===== config.mk =====
export PLATFORM = sky130hd
export DESIGN_NAME = mux_2x1_arb
export DESIGN_NICKNAME = d
export VERILOG_FILES = /design/src/rtl/mux_2x1_arb.sv
export SDC_FILE = /design/constraint.sdc
export NUM_CORES = 1
export LEC_CHECK = 0
export ABC_CLOCK_PERIOD_IN_PS = 2300
export CAP_MARGIN = 30
export CORE_UTILIZATION = 42
export CTS_BUF_LIST = sky130_fd_sc_hd__clkbuf_2
export DETAILED_ROUTE_END_ITERATION = 8
export HOLD_SLACK_MARGIN = 0.06
export PLACE_DENSITY = 0.84
export SYNTH_ARGS = -nofsm -noshare
export SYNTH_HDL_FRONTEND = slang
export SYNTH_SLANG_ARGS = --single-unit

===== constraint.sdc =====
create_clock -name clk_in -period 2.3 [get_ports clk_in]
set_input_delay 0.46 -clock clk_in [delete_from_list [all_inputs] [get_ports clk_in]]
set_output_delay 0.46 -clock clk_in [all_outputs]
set_load 0.01 [all_outputs]

===== src/rtl/mux_2x1_arb.sv =====
// Two-requester round-robin arbiter driving a per-bit 2:1 mux into a registered ready/valid output stage.
// Optional packet locking is enabled with `define MUX_2X1_ARB_PKT_LOCK_EN.

module mux_2x1 (
  input  logic a_i,
  input  logic b_i,
  input  logic sel_i,
  output logic y_o
);
  assign y_o = sel_i ? b_i : a_i;
endmodule

module mux_2x1_arb #(
  parameter int WIDTH = 8
) (
  input  logic             clk_in,
  input  logic             rst_in,
  input  logic [1:0]       req_in,
  input  logic [1:0]       last_in,
  input  logic [WIDTH-1:0] data0_in,
  input  logic [WIDTH-1:0] data1_in,
  output logic [1:0]       gnt_out,
  output logic             sel_out,
  output logic [WIDTH-1:0] d_out,
  output logic             valid_out,
  output logic             last_out,
  input  logic             ready_in
);

  typedef enum logic [1:0] {IDLE, GNT0, GNT1} state_t;

  state_t           state_q, state_d;
  logic             prio_q, prio_d;
  logic [WIDTH-1:0] d_q, d_d;
  logic             valid_q, valid_d;
  logic             last_q, last_d;

  logic             space;
  logic             sel;
  logic [1:0]       gnt;
  logic             accept;
  logic             cur_last;
  logic             pkt_end;
  logic [WIDTH-1:0] mux_y;

  assign space    = !valid_q || ready_in;
  assign sel      = (state_q == GNT1);
  assign gnt      = {(state_q == GNT1) && space, (state_q == GNT0) && space};
  assign accept   = |(gnt & req_in);
  assign cur_last = sel ? last_in[1] : last_in[0];

`ifdef MUX_2X1_ARB_PKT_LOCK_EN
  assign pkt_end = accept && cur_last;
`else
  // Every accepted beat closes an arbitration round, so requesters alternate per beat.
  assign pkt_end = accept;
`endif

  generate
    for (genvar gi = 0; gi < WIDTH; gi++) begin : g_mux
      mux_2x1 u_mux (
        .a_i  (data0_in[gi]),
        .b_i  (data1_in[gi]),
        .sel_i(sel),
        .y_o  (mux_y[gi])
      );
    end
  endgenerate

  always_comb begin
    state_d = state_q;
    prio_d  = prio_q;
    d_d     = d_q;
    valid_d = valid_q;
    last_d  = last_q;

    if (accept) begin
      d_d     = mux_y;
      last_d  = cur_last;
      valid_d = 1'b1;
    end else if (ready_in && valid_q) begin
      valid_d = 1'b0;
    end

    if (pkt_end) begin
      prio_d = ~sel;
    end

    // Arbitration uses the already-updated priority so the other side wins on a tie.
    if ((state_q == IDLE) || pkt_end) begin
      unique case (req_in)
        2'b11:   state_d = prio_d ? GNT1 : GNT0;
        2'b01:   state_d = GNT0;
        2'b10:   state_d = GNT1;
        default: state_d = IDLE;
      endcase
    end
  end

  always_ff @(posedge clk_in) begin
    if (rst_in) begin
      state_q <= IDLE;
      prio_q  <= 1'b0;
      d_q     <= '0;
      valid_q <= 1'b0;
      last_q  <= 1'b0;
    end else begin
      state_q <= state_d;
      prio_q  <= prio_d;
      d_q     <= d_d;
      valid_q <= valid_d;
      last_q  <= last_d;
    end
  end

  assign gnt_out   = gnt;
  assign sel_out   = sel;
  assign d_out     = d_q;
  assign valid_out = valid_q;
  assign last_out  = last_q;

endmodule

Word level (Yosys, flattened, before mapping)
Cells that the tools add are included.
Widths: inputs -> output; s select.
{ "word_totals": {"ram_bits": 0, "mem_bits_ro": 0, "input_bits": 23, "reg_bits": 13, "latchBits": 0, "mem_count": 0} }
{ "op_classes": {"bitwise": 2, "eq_ne": 5, "magnitude_cmp": 0, "reduce_logical": 9, "addsub": 0, "mux": 14, "n_mul": 0, "div": 0, "n_shift": 0} }
{ "ops": {"columns": ["operator", "count"], "rows": [
  ["$mux 1", 12],
  ["$eq 2x2->1 const B", 3],
  ["$pmux 2 s3", 1],
  ["$eq 2x1->1 const B", 2],
  ["$logic_and 1x1->1", 3],
  ["$and 2x2->2", 1],
  ["$logic_not 2->1", 1],
  ["$logic_or 1x1->1", 2],
  ["$mux 2", 1],
  ["$reduce_bool 2->1", 1],
  ["$reduce_or 2->1", 1],
  ["$logic_not 1->1", 1],
  ["$not 1->1", 1]
]} }

Depth between registers and ports, before layout
Gate-level depths: netlist (run 1).
{ "depth": {"ltp_word": 8, "mapped_depth": 5, "mapped_depth_nobuf": 4} }

Modules after synthesis
A second synthesis (run 1) with hierarchy kept.
{ "hier_totals": {"hier_cells": 65, "area_unflattened_um2": 695.7} }
{ "modules_own_cells": {"columns": ["mod", "area_per_inst_um2", "instances", "cells_per_inst"], "rows": [
  ["mux_2x1_arb", 575.6, 1, 57],
  ["mux_2x1", 15.0, 8, 1]
]} }

Worst setup path after synthesis (run 1)
Ideal clock, no wire load.
{ "synth_path": {"path_kind": "input -> output", "from": "in ready_in", "to": "out gnt_out[0]", "arrival_ps": 844, "stages": 2, "path_buffers": 0, "setup_slack_ps": 996, "path_cell_list": "nand2b_1 -> and2_1"} }
{ "synth_between": {"elab_chain_cells": 2} }
{ "synth_rtl": {"columns": ["element", "line", "text"], "rows": [
  ["start: declaration", "27", "input logic ready_in"],
  ["$logic_or 1x1->1", "46", "assign space = !valid_q || ready_in;"],
  ["$logic_and 1x1->1", "48", "assign gnt = {(state_q == GNT1) && space, (state_q == GNT0) && space};"],
  ["end: declaration", "22", "output logic [1:0] gnt_out,"]
]} }
No other way between the ends.

Worst setup path in the final report (run 1)
Ends and elaborated chain as after synthesis.

==> results.sh, run 1 <==
export IMPL_wirelength_um=1438
export IMPL_drtPass1Iterations=2
export IMPL_yosysTopAreaCell="dfxtp_1"
export IMPL_yosysUniqueCellTypes=25
export IMPL_drive_gt1_frac=0.1121
export IMPL_critPathLaunch="ready_in"
export IMPL_reg2reg_from="state_q[1]"
export IMPL_yosys_warnings=0
export IMPL_gp_congestion=0.7496
export IMPL_leakagePower_nw=0.4108
export IMPL_netlist_instances=68
export IMPL_tightest_slew_ns=0.5229
export IMPL_hold_start="d_out[5]"
export IMPL_die_x_um=41.92
export IMPL_cts_buffers=3
export IMPL_async_flop_share=0
export IMPL_synth_seq_cells=13
export IMPL_grt_max_degree=19
export IMPL_dr_first_iter_drc_count=10
export IMPL_worst_skew_pair_late_latency_ns=0.29
export IMPL_timing_reg2reg_setup_slack_ns=0.87
export IMPL_start_util=0.4496
export IMPL_avgRoutedWirePerCell_um=11.69
export IMPL_synth_top_cell_area_share=0.3888
export IMPL_worst_setup_path_end_kind="output pin"
export IMPL_ios=36
export IMPL_reg2reg_to="d_out[0]"
export IMPL_core_area_um2=1489
export IMPL_fin_nets=131
export IMPL_cts_hold_buffers=0
export IMPL_die_h_um=41.92
export IMPL_max_freq_mhz=457.6
export IMPL_ys_top_cells_by_count="dfxtp_1 (13), nor2_1 (10), mux2i_1 (9)"
export IMPL_post_cts_resized=0
export IMPL_intPower_mw=0.4185
export IMPL_finalClockSkew_ns=0.006492
export IMPL_status="completed"
export IMPL_grt_overflow=0
export IMPL_slew_headroom=0.6503
export IMPL_grt_pass1_vias=587
export IMPL_synth_seq_area_share=0.3888
export IMPL_p_sw_mw=0.1784
export IMPL_pwr_density_cell_nw_per_um2=561.3
export IMPL_die_area_um2=1757
export IMPL_fin_crit_ns=2.185
export IMPL_arrival_ns=1.73
export IMPL_cp_start_kind="primary input"
export IMPL_critPathMaxFanout=4
export IMPL_fin_util=0.7143
export IMPL_syn_nets=91
export IMPL_syn_cell_area_um2=669.4
export IMPL_num_vias=645
export IMPL_maxCapViolations=0
export IMPL_rsz0062_at_grt="false"
export IMPL_clk_path_buf_depth=2
export IMPL_switching_share=0.2989
export IMPL_irDropWorstVdd_uv=394.8
export IMPL_hpwl_um=1085
export IMPL_final_max_slew_viol_count=0
export IMPL_clkSinkCount=13
export IMPL_clk_pin_slew_ns=0.13
export IMPL_cts_root_buf="clkbuf_2"
export IMPL_syn2layout_area_growth_pct=58.88
export IMPL_post_cts_setup_buffer_count=0
export IMPL_setup_viol=0
export IMPL_min_path_cells=2
export IMPL_critPathRequiredTime_ns=1.84
export IMPL_pwr_share_clk=0.209
export IMPL_fill_cells=120
export IMPL_hold_viol=0
export IMPL_grt_pass1_wl_um=2415
export IMPL_grt_use_total=0.1826
export IMPL_ff2ff_path_depth=4
export IMPL_h_tree_depth=1
export IMPL_antenna_found_initial=0
export IMPL_ant_nets=0
export IMPL_combPwrFrac=0.340
export IMPL_portBuffers=35
export IMPL_synth_edf_count=0
export IMPL_drc_errors=0
export IMPL_synth_ff_type="dfxtp_1"
export IMPL_synth_area_top_cells="dfxtp_1 (39%), mux2i_1 (13%), a211oi_1 (9.0%), nand3b_4 (6.0%), nor2_1 (5.6%)"
export IMPL_p_seq_frac=0.451
export IMPL_avgViaCountPerCell=5.244
export IMPL_placementRows=14
export IMPL_worstHoldEndpoint="d_out[5]"
export IMPL_avgSynthCellArea_um2=9.844
export IMPL_yosysMostFrequentCell="dfxtp_1"
export IMPL_cts_tree="built"
export IMPL_worstHoldPathType="flip-flop to flip-flop"
export IMPL_period_share=0.9501
export IMPL_setup_tns_ns=0
export IMPL_critical_path_class="primary input to output pin"
export IMPL_num_antenna_cells=0
-- logic make-up after synthesis --
kind of cell	after synthesis	synth area share
compound gates	19	0.2299
mux	9	0.1346
flops	13	0.3888
buf+inv	6	0.05607
simple gates	21	0.1907
-- state kept, by name (all words and copies together) (netlist names) --
signal	cells
d_out	8
state_q	2
last_out	1
prio_q	1
valid_out	1
-- stage by stage --
step	setup WS [ns]	cell area [um2]	hold WS (ns)	power [mW]	std cells
floorplan	0.9959	669.4	0.4744	0.3767	68
global placement	0.1011	1036	0.4853	0.4728	119
detailed placement	0.06365	1036	0.4928	0.4765	119
CTS	0.05401	1056	0.5104	0.5999	123
global route	0.01892	1064	0.5401	0.6333	123
finish	0.1147	1064	0.5083	0.5970	123
-- per-layer routing --
layer	up-vias	global-route usage	routed length, um
met5	-	0	0
li1	329	-	-
met2	31	0.2719	659
met4	0	0.1161	40
met1	280	0.2295	613
met3	5	0.05217	124
-- worst max-delay path by stage --
| stage | endpoint | slack [ns] |
|---|---|---|
| detailed placement | gnt_out[0] | 0.06 |
| finish | gnt_out[0] | 0.11 |
| floorplan | gnt_out[0] | 1.0 |
| CTS | gnt_out[0] | 0.05 |
| global route | gnt_out[1] | 0.02 |
| global placement | gnt_out[0] | 0.10 |
-- cell type report --
| type | count | area [um2] | area share |
|---|---|---|---|
| clock buffers | 4 | 20.02 | 0.01882 |
| inverters | 3 | 11.26 | 0.01059 |
| multi-input cells | 49 | 379.1 | 0.3565 |
| flip-flops and latches | 13 | 260.3 | 0.2447 |
| well taps | 16 | 20.02 | 0.01882 |
| repair buffers | 38 | 372.9 | 0.3506 |
-- power groups by stage --
stage / clock, mW / combinational (mW) / sequential, mW
after floorplan: 0 / 0.0960 / 0.281
after global placement: 0 / 0.200 / 0.273
after detailed placement: 0 / 0.203 / 0.273
after CTS: 0.127 / 0.204 / 0.269
after global routing: 0.138 / 0.222 / 0.273
final: 0.125 / 0.203 / 0.269
-- cells in the final DEF (no fill, tap or decap), drive strengths merged --
cell type       n
nand3           1
a32oi           1
dfxtp          13
a211oi          9
o21ai           1
nor2b           2
a31oi           2
a21oi           2
nor3            1
mux2i           9
clkbuf          4
nor2           10
nand2b          1
clkdlybuf4s50  35
a41oi           1
and2            1
nand3b          2
inv             3
nand2           2
and2b           1
a221oi          1
a2bb2oi         1
o21a            1
buf             3
-- critical path: stages --
cell,delay [ns]
clkdlybuf4s50_1,0.48
nand2b_4,0.14
and2_1,0.12
clkdlybuf4s50_1,0.52
Note: power is estimated with default switching activity, not from simulation.
==> run 2: changes to the inputs <==
--- a/config.mk
+++ b/config.mk
@@ -11,7 +11,8 @@
 export CTS_BUF_LIST = sky130_fd_sc_hd__clkbuf_2
 export DETAILED_ROUTE_END_ITERATION = 8
 export HOLD_SLACK_MARGIN = 0.06
-export PLACE_DENSITY = 0.84
+export PLACE_DENSITY = 0.85
+export SKIP_CTS_REPAIR_TIMING = 1
 export SYNTH_ARGS = -nofsm -noshare
 export SYNTH_HDL_FRONTEND = slang
 export SYNTH_SLANG_ARGS = --single-unit
==> run 2 against run 1 <==
  * Sequential cell count unchanged
  * Worst setup slack got worse by 0.0022 ns
  * Fmax decreased by 0.10%
  * Global-route usage increased by 1.5 points
  * Largest cell class unchanged
  * Highest routed layer unchanged
==> results.sh, run 2 (synthesis results as in run 1) <==
export IMPL_status="completed"
export IMPL_avgRoutedWirePerCell_um=12.48
export IMPL_ios=36
export IMPL_final_common_cell="clkdlybuf4s50_1"
export IMPL_avgViaCountPerCell=5.311
export IMPL_drtPass1Iterations=4
export IMPL_syn2layout_area_growth_pct=56.64
export IMPL_tightest_slew_ns=0.5160
export IMPL_fin_crit_ns=2.187
export IMPL_h_tree_depth=1
export IMPL_fill_cells=131
export IMPL_final_setup_worst_slack_ns=0.1125
export IMPL_hold_viol=0
export IMPL_reg2reg_from="state_q[0]"
export IMPL_layout_common_cells="clkdlybuf4s50_1 (35), dfxtp_1 (13), nor2_1 (10)"
export IMPL_clkSinkCount=13
export IMPL_wl_met1_um=685
export IMPL_die_area_um2=1757
export IMPL_setup_viol=0
export IMPL_antenna_found_initial=0
export IMPL_start_util=0.4496
export IMPL_final_cells=122
export IMPL_grt_pass1_vias=582
export IMPL_dr_first_iter_drc_count=12
export IMPL_leakagePower_nw=0.4008
export IMPL_wl_met3_um=157
export IMPL_critical_path_class="primary input to output pin"
export IMPL_fin_util=0.7042
export IMPL_max_freq_mhz=457.1
export IMPL_drc_errors=0
export IMPL_worstHoldPathType="flip-flop to flip-flop"
export IMPL_final_max_slew_viol_count=0
export IMPL_hold_start="d_out[4]"
export IMPL_placementRows=14
export IMPL_clk_pin_slew_ns=0.14
export IMPL_rsz0062_at_grt="false"
export IMPL_worst_setup_path_end_kind="output pin"
export IMPL_hpwl_um=1128
export IMPL_irDropWorstVdd_uv=410.1
export IMPL_fin_nets=130
export IMPL_maxCapViolations=0
export IMPL_cts_tree="built"
export IMPL_critPathRequiredTime_ns=1.84
export IMPL_clk_path_buf_depth=2
export IMPL_finalClockSkew_ns=0.0007455
export IMPL_grt_max_degree=19
export IMPL_critPathMaxFanout=3
export IMPL_period_share=0.9511
export IMPL_gp_congestion=0.7527
export IMPL_worst_skew_pair_late_latency_ns=0.28
export IMPL_cp_start_kind="primary input"
export IMPL_wirelength_um=1523
export IMPL_grt_use_total=0.1975
export IMPL_critPathLaunch="ready_in"
export IMPL_cts_buffers=3
export IMPL_multiInputGateArea_um2=371.6
export IMPL_die_x_um=41.92
export IMPL_setup_tns_ns=0
export IMPL_dp_cells=118
export IMPL_num_vias=648
export IMPL_pwr_density_cell_nw_per_um2=565.5
export IMPL_cts_root_buf="clkbuf_2"
export IMPL_routed_top_layer="met4"
export IMPL_seq_area_um2=260.3
export IMPL_largest_register_ffs=8
export IMPL_num_antenna_cells=0
export IMPL_portBuffers=35
export IMPL_slew_headroom=0.6549
export IMPL_grt_pass1_wl_um=2594
export IMPL_ant_nets=0
export IMPL_grt_overflow=0
export IMPL_arrival_ns=1.73
export IMPL_drive_gt1_frac=0.09434
export IMPL_pre_cts_ws_ns=0.1171
export IMPL_core_area_um2=1489
export IMPL_timing_hold_ws_ns=0.5117
export IMPL_met2WireLength_um=666
export IMPL_die_h_um=41.92
## run 2: through the flow
step           cell area [um2]  total power, mW
6_report                  1049           0.5929
3_3_place_gp              1028           0.4717
4_1_cts                   1049           0.5991
3_5_place_dp              1028           0.4779
2_1_floorplan            669.4           0.3767
5_1_grt                   1049           0.6267
## run 2: critical path, cell delays in order
cell and delay, ns:
clkdlybuf4s50_1 0.47, nand2b_1 0.14, nand2_1 0.08, inv_1 0.06
clkdlybuf4s50_1 0.52
## run 2: path summary, 6_finish.rpt
check / endpoint / slack, ns / cells after the start
worst max register to register: d_out[2] / 0.88 / 4
worst min-delay path: d_out[4] / 0.51 / 2
worst min register to register: d_out[4] / 0.51 / 2
worst max-delay path: gnt_out[1] / 0.11 / 5
## run 2: routing by layer
metal | vias to the layer above | track usage
li1 | 329 | -
met2 | 31 | 0.2906
met3 | 2 | 0.08696
met5 | - | 0
met4 | 0 | 0.09677
met1 | 286 | 0.2439
## run 2: power by group
group | internal (mW) | switching (mW) | total, mW
registers | 0.250 | 0.0188 | 0.269
logic | 0.120 | 0.0823 | 0.203
clock network | 0.0393 | 0.0818 | 0.121
total | 0.410 | 0.183 | 0.593
## run 2: cell type report
cell class                 count  share of cell area
inverter                       3             0.01074
clock inverter                 1            0.004773
multi-input combinational     49              0.3544
timing repair buffer          37              0.3484
clock buffer                   3             0.01432
sequential                    13              0.2482
tap                           16             0.01909
